### config.mk
export PLATFORM = sky130hd
export DESIGN_NAME = reglk_ctrl_v2_flat
export DESIGN_NICKNAME = d
export VERILOG_FILES = /design/src/rtl/reglk_ctrl_v2_pkg.sv /design/src/rtl/reglk_ctrl_v2_if.sv /design/src/rtl/reglk_ctrl_v2_unlock_fsm.sv /design/src/rtl/reglk_ctrl_v2.sv /design/src/flat_wrapper.sv
export SDC_FILE = /design/constraint.sdc
export NUM_CORES = 1
export LEC_CHECK = 0
export CORE_AREA = 2 2 187 189
export CTS_CLUSTER_DIAMETER = 30
export DETAILED_ROUTE_END_ITERATION = 8
export DIE_AREA = 0 0 189 191
export HOLD_SLACK_MARGIN = 0.05
export PLACE_DENSITY_LB_ADDON = 0.05
export SLEW_MARGIN = 40
export SYNTH_ARGS = -nofsm -noshare
export SYNTH_HDL_FRONTEND = slang
export SYNTH_SLANG_ARGS = --single-unit
### constraint.sdc
create_clock -name clk_i -period 3.4 [get_ports clk_i]
set_clock_uncertainty 0.2 [all_clocks]
set_input_delay 0.68 -clock clk_i [delete_from_list [all_inputs] [get_ports clk_i]]
set_output_delay 0.68 -clock clk_i [all_outputs]
set_load 0.03 [all_outputs]
### src/rtl/reglk_ctrl_v2_pkg.sv
// Shared types and constants for the register-lock controller:
// unlock FSM states, control-bit positions and register-map offsets.
package reglk_pkg;

  typedef enum logic [1:0] {
    ST_NORMAL   = 2'd0,
    ST_ARM      = 2'd1,
    ST_SCRUB    = 2'd2,
    ST_UNLOCKED = 2'd3
  } fsm_state_e;

  localparam int unsigned CTRL_RD_MASK = 0;
  localparam int unsigned CTRL_WR_LOCK = 1;
  localparam int unsigned CTRL_LM_LOCK = 2;

  function automatic int unsigned lockmask_idx(input int unsigned num_words);
    return num_words;
  endfunction

  function automatic int unsigned status_idx(input int unsigned num_words);
    return num_words + 1;
  endfunction

endpackage

### src/rtl/reglk_ctrl_v2_if.sv
// Valid/ready register request port with a fixed one-cycle response.
interface reglk_ctrl_v2_if #(
  parameter int unsigned ADDR_W = 8,
  parameter int unsigned WORD_W = 32
) ();
  logic              req_valid;
  logic              req_ready;
  logic              req_we;
  logic [ADDR_W-1:0] req_addr;
  logic [WORD_W-1:0] req_wdata;
  logic              rsp_valid;
  logic [WORD_W-1:0] rsp_rdata;
  logic              rsp_err;

  modport master (
    output req_valid, req_we, req_addr, req_wdata,
    input  req_ready, rsp_valid, rsp_rdata, rsp_err
  );

  modport slave (
    input  req_valid, req_we, req_addr, req_wdata,
    output req_ready, rsp_valid, rsp_rdata, rsp_err
  );
endinterface

### src/rtl/reglk_ctrl_v2_unlock_fsm.sv
// JTAG unlock sequencer: debounces the unlock level for UNLOCK_HOLD cycles,
// then walks the scrub index across every data word before unlocking.
module reglk_unlock_fsm
  import reglk_pkg::*;
#(
  parameter int unsigned NUM_WORDS   = 6,
  parameter int unsigned UNLOCK_HOLD = 16,
  parameter int unsigned SIDX_W      = 3
) (
  input  logic              clk_i,
  input  logic              rst_i,
  input  logic              jtag_unlock_i,
  output fsm_state_e        state_o,
  output logic              scrub_en_o,
  output logic [SIDX_W-1:0] scrub_idx_o
);
  localparam int unsigned       CNT_W    = $clog2(UNLOCK_HOLD + 1);
  localparam logic [CNT_W-1:0]  HOLD_M1  = CNT_W'(UNLOCK_HOLD - 1);
  localparam logic [SIDX_W-1:0] LAST_IDX = SIDX_W'(NUM_WORDS - 1);

  fsm_state_e        state_q;
  logic [CNT_W-1:0]  cnt_q;
  logic [SIDX_W-1:0] idx_q;

  // The counter holds the number of consecutive high samples seen so far.
  always_ff @(posedge clk_i) begin
    if (rst_i) begin
      state_q <= ST_NORMAL;
      cnt_q   <= '0;
      idx_q   <= '0;
    end else begin
      case (state_q)
        ST_NORMAL: begin
          if (jtag_unlock_i) begin
            state_q <= ST_ARM;
            cnt_q   <= CNT_W'(1);
          end else begin
            cnt_q <= '0;
          end
        end
        ST_ARM: begin
          if (!jtag_unlock_i) begin
            state_q <= ST_NORMAL;
            cnt_q   <= '0;
          end else if (cnt_q == HOLD_M1) begin
            state_q <= ST_SCRUB;
            cnt_q   <= '0;
            idx_q   <= '0;
          end else begin
            cnt_q <= cnt_q + CNT_W'(1);
          end
        end
        ST_SCRUB: begin
          if (idx_q == LAST_IDX) begin
            state_q <= ST_UNLOCKED;
            idx_q   <= '0;
          end else begin
            idx_q <= idx_q + SIDX_W'(1);
          end
        end
        ST_UNLOCKED: begin
          if (!jtag_unlock_i) begin
            state_q <= ST_NORMAL;
          end else begin
            state_q <= ST_UNLOCKED;
          end
        end
        default: begin
          state_q <= ST_NORMAL;
          cnt_q   <= '0;
          idx_q   <= '0;
        end
      endcase
    end
  end

  assign state_o     = state_q;
  assign scrub_en_o  = (state_q == ST_SCRUB);
  assign scrub_idx_o = idx_q;

endmodule

### src/rtl/reglk_ctrl_v2.sv
// Register-lock controller: lock words, sticky LOCKMASK, STATUS and JTAG scrub.
// Optional per-word parity with fail-secure lock output: define REGLK_PARITY_EN.
module reglk_ctrl_v2
  import reglk_pkg::*;
#(
  parameter int unsigned NUM_WORDS   = 6,
  parameter int unsigned WORD_W      = 32,
  parameter int unsigned ADDR_W      = 8,
  parameter int unsigned UNLOCK_HOLD = 16
) (
  input  logic                        clk_i,
  input  logic                        rst_i,
  input  logic                        jtag_unlock_i,
  input  logic [7:0]                  reglk_ctrl_i,
  input  logic                        acct_ctrl_i,
  reglk_ctrl_v2_if.slave              bus,
  output logic [NUM_WORDS*WORD_W-1:0] reglk_ctrl_o,
  output logic                        unlock_active_o
);
  localparam int unsigned       IDX_W  = ADDR_W - 3;
  localparam int unsigned       SIDX_W = (NUM_WORDS > 1) ? $clog2(NUM_WORDS) : 1;
  localparam logic [IDX_W-1:0]  LM_IDX = IDX_W'(lockmask_idx(NUM_WORDS));
  localparam logic [IDX_W-1:0]  ST_IDX = IDX_W'(status_idx(NUM_WORDS));

  fsm_state_e        state_s;
  logic              scrub_en_s;
  logic [SIDX_W-1:0] scrub_idx_s;

  logic [WORD_W-1:0]    words_q [NUM_WORDS];
  logic [WORD_W-1:0]    words_d [NUM_WORDS];
  logic [NUM_WORDS-1:0] lockmask_q, lockmask_d;
  logic                 rsp_valid_q, rsp_valid_d;
  logic                 rsp_err_q, rsp_err_d;
  logic [WORD_W-1:0]    rsp_rdata_q, rsp_rdata_d;

  logic              accept_s, unlocked_s, parity_err_s;
  logic              wr_word_s, wr_lm_s;
  logic [IDX_W-1:0]  idx_s;
  logic              word_hit_s, word_lock_s;
  logic [WORD_W-1:0] word_rd_s;
  logic              unused_s;

  reglk_unlock_fsm #(
    .NUM_WORDS  (NUM_WORDS),
    .UNLOCK_HOLD(UNLOCK_HOLD),
    .SIDX_W     (SIDX_W)
  ) u_unlock_fsm (
    .clk_i        (clk_i),
    .rst_i        (rst_i),
    .jtag_unlock_i(jtag_unlock_i),
    .state_o      (state_s),
    .scrub_en_o   (scrub_en_s),
    .scrub_idx_o  (scrub_idx_s)
  );

  assign bus.req_ready   = (state_s != ST_SCRUB);
  assign accept_s        = bus.req_valid && bus.req_ready;
  assign idx_s           = bus.req_addr[ADDR_W-1:3];
  assign unlocked_s      = (state_s == ST_UNLOCKED);
  assign unlock_active_o = (state_s == ST_SCRUB) || (state_s == ST_UNLOCKED);
  assign unused_s        = ^{bus.req_addr[2:0], reglk_ctrl_i[7:3]};

  // Address decode of the selected data word and its lock bit.
  always_comb begin
    word_hit_s  = 1'b0;
    word_lock_s = 1'b0;
    word_rd_s   = '0;
    for (int i = 0; i < NUM_WORDS; i++) begin
      word_hit_s  = word_hit_s | (idx_s == IDX_W'(i));
      word_lock_s = word_lock_s | ((idx_s == IDX_W'(i)) & lockmask_q[i]);
      word_rd_s   = word_rd_s | ({WORD_W{idx_s == IDX_W'(i)}} & words_q[i]);
    end
  end

  // Request decode, response generation and storage next-state.
  always_comb begin
    rsp_valid_d = accept_s;
    rsp_rdata_d = '0;
    rsp_err_d   = 1'b0;
    wr_word_s   = 1'b0;
    wr_lm_s     = 1'b0;
    if (accept_s && bus.req_we) begin
      if (word_hit_s) begin
        if (acct_ctrl_i && !parity_err_s &&
            (unlocked_s || (!reglk_ctrl_i[CTRL_WR_LOCK] && !word_lock_s))) begin
          wr_word_s = 1'b1;
        end else begin
          rsp_err_d = 1'b1;
        end
      end else if (idx_s == LM_IDX) begin
        if (acct_ctrl_i && (unlocked_s || !reglk_ctrl_i[CTRL_LM_LOCK])) begin
          wr_lm_s = 1'b1;
        end else begin
          rsp_err_d = 1'b1;
        end
      end else begin
        rsp_err_d = 1'b1;
      end
    end else if (accept_s) begin
      if (!acct_ctrl_i) begin
        rsp_err_d = 1'b1;
      end else if (idx_s == ST_IDX) begin
        rsp_rdata_d = WORD_W'({parity_err_s, state_s});
      end else if (word_hit_s) begin
        rsp_rdata_d = reglk_ctrl_i[CTRL_RD_MASK] ? '0 : word_rd_s;
      end else if (idx_s == LM_IDX) begin
        rsp_rdata_d = reglk_ctrl_i[CTRL_RD_MASK] ? '0 : WORD_W'(lockmask_q);
      end else begin
        rsp_err_d = 1'b1;
      end
    end else begin
      rsp_err_d = 1'b0;
    end

    // Scrub takes priority; the port is stalled during scrub anyway.
    for (int i = 0; i < NUM_WORDS; i++) begin
      words_d[i] = (scrub_en_s && (scrub_idx_s == SIDX_W'(i))) ? '0 :
                   ((wr_word_s && (idx_s == IDX_W'(i))) ? bus.req_wdata : words_q[i]);
    end
    lockmask_d = (scrub_en_s && (scrub_idx_s == '0)) ? '0 :
                 (wr_lm_s ? (lockmask_q | bus.req_wdata[NUM_WORDS-1:0]) : lockmask_q);
  end

  // Storage and response registers.
  always_ff @(posedge clk_i) begin
    if (rst_i) begin
      for (int i = 0; i < NUM_WORDS; i++) begin
        words_q[i] <= '0;
      end
      lockmask_q  <= '0;
      rsp_valid_q <= 1'b0;
      rsp_err_q   <= 1'b0;
      rsp_rdata_q <= '0;
    end else begin
      for (int i = 0; i < NUM_WORDS; i++) begin
        words_q[i] <= words_d[i];
      end
      lockmask_q  <= lockmask_d;
      rsp_valid_q <= rsp_valid_d;
      rsp_err_q   <= rsp_err_d;
      rsp_rdata_q <= rsp_rdata_d;
    end
  end

`ifdef REGLK_PARITY_EN
  logic [NUM_WORDS-1:0] par_q, par_d;
  logic                 parity_err_q, parity_err_d;

  // Even parity follows every word update; a stored mismatch latches the error.
  always_comb begin
    parity_err_d = parity_err_q;
    for (int i = 0; i < NUM_WORDS; i++) begin
      par_d[i] = (scrub_en_s && (scrub_idx_s == SIDX_W'(i))) ? 1'b0 :
                 ((wr_word_s && (idx_s == IDX_W'(i))) ? ^bus.req_wdata : par_q[i]);
      parity_err_d = parity_err_d | ((^words_q[i]) != par_q[i]);
    end
    parity_err_d = scrub_en_s ? 1'b0 : parity_err_d;
  end

  // Parity storage and sticky error flag.
  always_ff @(posedge clk_i) begin
    if (rst_i) begin
      par_q        <= '0;
      parity_err_q <= 1'b0;
    end else begin
      par_q        <= par_d;
      parity_err_q <= parity_err_d;
    end
  end

  assign parity_err_s = parity_err_q;
`else
  assign parity_err_s = 1'b0;
`endif

  // Lock vector; a parity fault forces every lock on.
  always_comb begin
    reglk_ctrl_o = '0;
    for (int i = 0; i < NUM_WORDS; i++) begin
      reglk_ctrl_o[i*WORD_W +: WORD_W] = parity_err_s ? {WORD_W{1'b1}} : words_q[i];
    end
  end

  assign bus.rsp_valid = rsp_valid_q;
  assign bus.rsp_err   = rsp_err_q;
  assign bus.rsp_rdata = rsp_rdata_q;

endmodule

### src/flat_wrapper.sv
// flat-port wrapper written by rule: the top's interface ports become plain ports
module reglk_ctrl_v2_flat import reglk_pkg::*;
#(
  parameter int unsigned NUM_WORDS   = 6,
  parameter int unsigned WORD_W      = 32,
  parameter int unsigned ADDR_W      = 8,
  parameter int unsigned UNLOCK_HOLD = 16
)
  (clk_i, rst_i, jtag_unlock_i, reglk_ctrl_i, acct_ctrl_i, reglk_ctrl_o, unlock_active_o, bus_req_valid, bus_req_we, bus_req_addr, bus_req_wdata, bus_req_ready, bus_rsp_valid, bus_rsp_rdata, bus_rsp_err);
  reglk_ctrl_v2_if #(.ADDR_W(ADDR_W), .WORD_W(WORD_W)) bus_i ();
  input  logic clk_i;
  input  logic rst_i;
  input  logic jtag_unlock_i;
  input  logic [7:0] reglk_ctrl_i;
  input  logic acct_ctrl_i;
  output logic [NUM_WORDS*WORD_W-1:0] reglk_ctrl_o;
  output logic unlock_active_o;
  input wire logic [$bits(bus_i.req_valid)-1:0] bus_req_valid;
  input wire logic [$bits(bus_i.req_we)-1:0] bus_req_we;
  input wire logic [$bits(bus_i.req_addr)-1:0] bus_req_addr;
  input wire logic [$bits(bus_i.req_wdata)-1:0] bus_req_wdata;
  output wire logic [$bits(bus_i.req_ready)-1:0] bus_req_ready;
  output wire logic [$bits(bus_i.rsp_valid)-1:0] bus_rsp_valid;
  output wire logic [$bits(bus_i.rsp_rdata)-1:0] bus_rsp_rdata;
  output wire logic [$bits(bus_i.rsp_err)-1:0] bus_rsp_err;
  assign bus_i.req_valid = bus_req_valid;
  assign bus_i.req_we = bus_req_we;
  assign bus_i.req_addr = bus_req_addr;
  assign bus_i.req_wdata = bus_req_wdata;
  assign bus_req_ready = bus_i.req_ready;
  assign bus_rsp_valid = bus_i.rsp_valid;
  assign bus_rsp_rdata = bus_i.rsp_rdata;
  assign bus_rsp_err = bus_i.rsp_err;
  reglk_ctrl_v2 #(.NUM_WORDS(NUM_WORDS), .WORD_W(WORD_W), .ADDR_W(ADDR_W), .UNLOCK_HOLD(UNLOCK_HOLD)) u_core (.clk_i(clk_i), .rst_i(rst_i), .jtag_unlock_i(jtag_unlock_i), .reglk_ctrl_i(reglk_ctrl_i), .acct_ctrl_i(acct_ctrl_i), .bus(bus_i), .reglk_ctrl_o(reglk_ctrl_o), .unlock_active_o(unlock_active_o));
endmodule
==> run metrics <==
Post-synth ARST share=0%; number of fill cells=3179; Placer Congestion=0.7650; initial antenna violation count=0; Longest Clk Path Bufs=3; fin crit period=2948 ps; first-pass GRT wire length=61620 um; #FFs+latches synth=242; pre-CTS setup slack=0.4279 ps; Via density=4.953; FP Rows=68; Max Clk Rate=0.3392 GHz; Finished Layout Cells=2079; ys flop type=dfxtp_1; setup repair bufs after CTS=0; smallest setup slack after layout=452.2 ps; final hold viol count=0; diode count=0; Slew Limit Fails=0; Synth Net Count=1322; Starting Density=31.52%; area growth from synthesis to layout=55.06%; Die W=189 um; Worst-path clk slew=40 ps; status=completed; Worst Hold Class=flop to flop; Num Clock Sinks=242; Power Dens Cells=586.4 nW/um^2; DRC violations left=0; CTS-repair resized insts=0; placed cell areas=14260 sq um; slew margin rel.=45.00%; Tcrit/Tclk final=86.70%; core area=34120 sq um; Critical Path AT=2070 ps; Worst setup SP type=flop; CTS Root Cell=clkbuf_16; total track usage=22.31%; IO Port Bufs=273; Seq/Total Area, Yosys=45.04%; Mapped Area=10760 sq um; Max-Cap Viols=0; Final HPWL DP=26910 um; DRT iter0 DRCs=623; placed cell count=1949; final setup vio count=0; nature of the critical path endpoint=output pin; RSZ-0062 raised after global routing=no; CTS Buf Count=71; Crit path required time=2520 ps; final instance area=16680 sq um; Routed WL per cell=19.86 um; Die H=191 um; worst slew pin tran=825.0 ps; cell count after synthesis=1266; Hold Buf Count CTS=0; drt pass-1 iters=5; DRT Wirelength=41280 um; Synth cell types=44; Peak VDD IR=0.0003136 V; Yosys warnings=0; CP max FO=11; kind of critical path=flop to output pin; largest net degree at the start of global routing=65; DIE AREA=36100 sq um; antenna-violating nets left=0; EDFF count, synth=0; GR Overflow Total=0; Leakage Power=6.444 nW; vias in the first global route=10100; syn avg cell area=8.496 sq um; nets=1623; Vias=10300; I/O Pins=282; layout cell share with drive strength beyond 1=12.81%; setup_tns=0 ps; htree depth=3; CTS tree=built; clk_lat worst skew=560 ps; Pwr Total=0.009779 W
layout by cell type, fill, tap and decap left out, drive strengths merged, types with 7 or more instances in the layout:
master         synthesis  final
nor2b                  9      9
buf                   26     58
mux2i                190    190
clkinv                 0     21
a21oi                130    130
nand2                303    303
clkbuf                76     98
o21ai                 70     70
inv                    6     11
nand3                 38     38
nor3                   7      7
clkdlybuf4s50          0    272
o2bb2ai                8      8
dfxtp                242    242
nor2                  72     72
nand4                 35     35
path summary, 6_finish.rpt:
| path | start | end | slack, ps | cells past startpoint |
|---|---|---|---|---|
| max | u_core.u_unlock_fsm.state_o[0]$_SDFFE_PP0P_ | bus_req_ready | 450 | 3 |
| min | u_core.words_q[4][24]$_SDFFE_PP0P_ | u_core.words_q[4][24]$_SDFFE_PP0P_ | 270 | 2 |
| max reg2reg | u_core.u_unlock_fsm.state_o[0]$_SDFFE_PP0P_ | u_core.words_q[2][6]$_SDFFE_PP0P_ | 850 | 6 |
| min reg2reg | u_core.words_q[4][24]$_SDFFE_PP0P_ | u_core.words_q[4][24]$_SDFFE_PP0P_ | 270 | 2 |
cell families after synthesis:
kind of cell	after synthesis	synth area share, %
AND/OR/NAND/NOR	486	19.32
AO/OA/AOI/OAI	234	12.33
buffers and inverters	108	4.967
flip-flops	242	45.04
adder cells (fa/ha/maj)	2	0.2326
multiplexers	194	18.10
final cells by class:
type	count	area (sq um)	share of cell area (%)
Multi-Input combinational cell	916	5488	32.91
Sequential cell	242	4845	29.05
Timing Repair Buffer	330	3333	19.99
Clock buffer	98	2079	12.47
Tap cell	455	569.3	3.414
Clock inverter	32	340.3	2.041
Inverter	6	22.52	0.1350
registers in the layout, indices dropped and copies added, names as in the netlist, named ones only:
register / count
u_core.bus.rsp_rdata: 32
u_core.bus.rsp_err: 1
u_core.u_unlock_fsm.state_o: 1
u_core.words_q: 192
u_core.bus.rsp_valid: 1
u_core.u_unlock_fsm.cnt_q: 5
u_core.lockmask_q: 6
u_core.u_unlock_fsm.scrub_idx_o: 3
power by group:
group          switching, W  internal (W)
logic              0.000225      0.000122
registers        0.00000398       0.00285
clock network       0.00195       0.00462
total               0.00218       0.00760
metal layers:
layer / up-vias / global-route usage [%] / wire length (um)
met4: 0 / 6.671 / 665
met5: - / 0 / 0
li1: 5012 / - / -
met3: 48 / 6.462 / 2871
met2: 323 / 36.17 / 18920
met1: 4914 / 28.68 / 18820
synth_stat cells, drive strengths merged, types with 8 or more instances:
cell     number  area, sq um
buf          26        226.5
clkbuf       76        285.3
nand4        35        219.0
nand3        38        190.2
o21ai        70        350.3
mux2i       190         1902
nand2       303         1137
a21oi       130        650.6
nor2b         9        56.30
dfxtp       242         4845
nor2         72        270.3
o2bb2ai       8        70.07
through the flow:
stage | hold WS [ps] | util [%]
floorplan | 247.0 | -
global placement | 257.0 | 41.79
finish | 269.6 | 48.88
detailed placement | 259.6 | 41.79
CTS | 273.0 | 48.88
global route | 285.8 | 48.88
critical path: stages, from the launching register on:
cell,delay [ps]
dfxtp_1,530
nor2b_1,110
inv_1,160
clkdlybuf4s50_1,710
No activity file was read; power rests on OpenSTA's default activity.
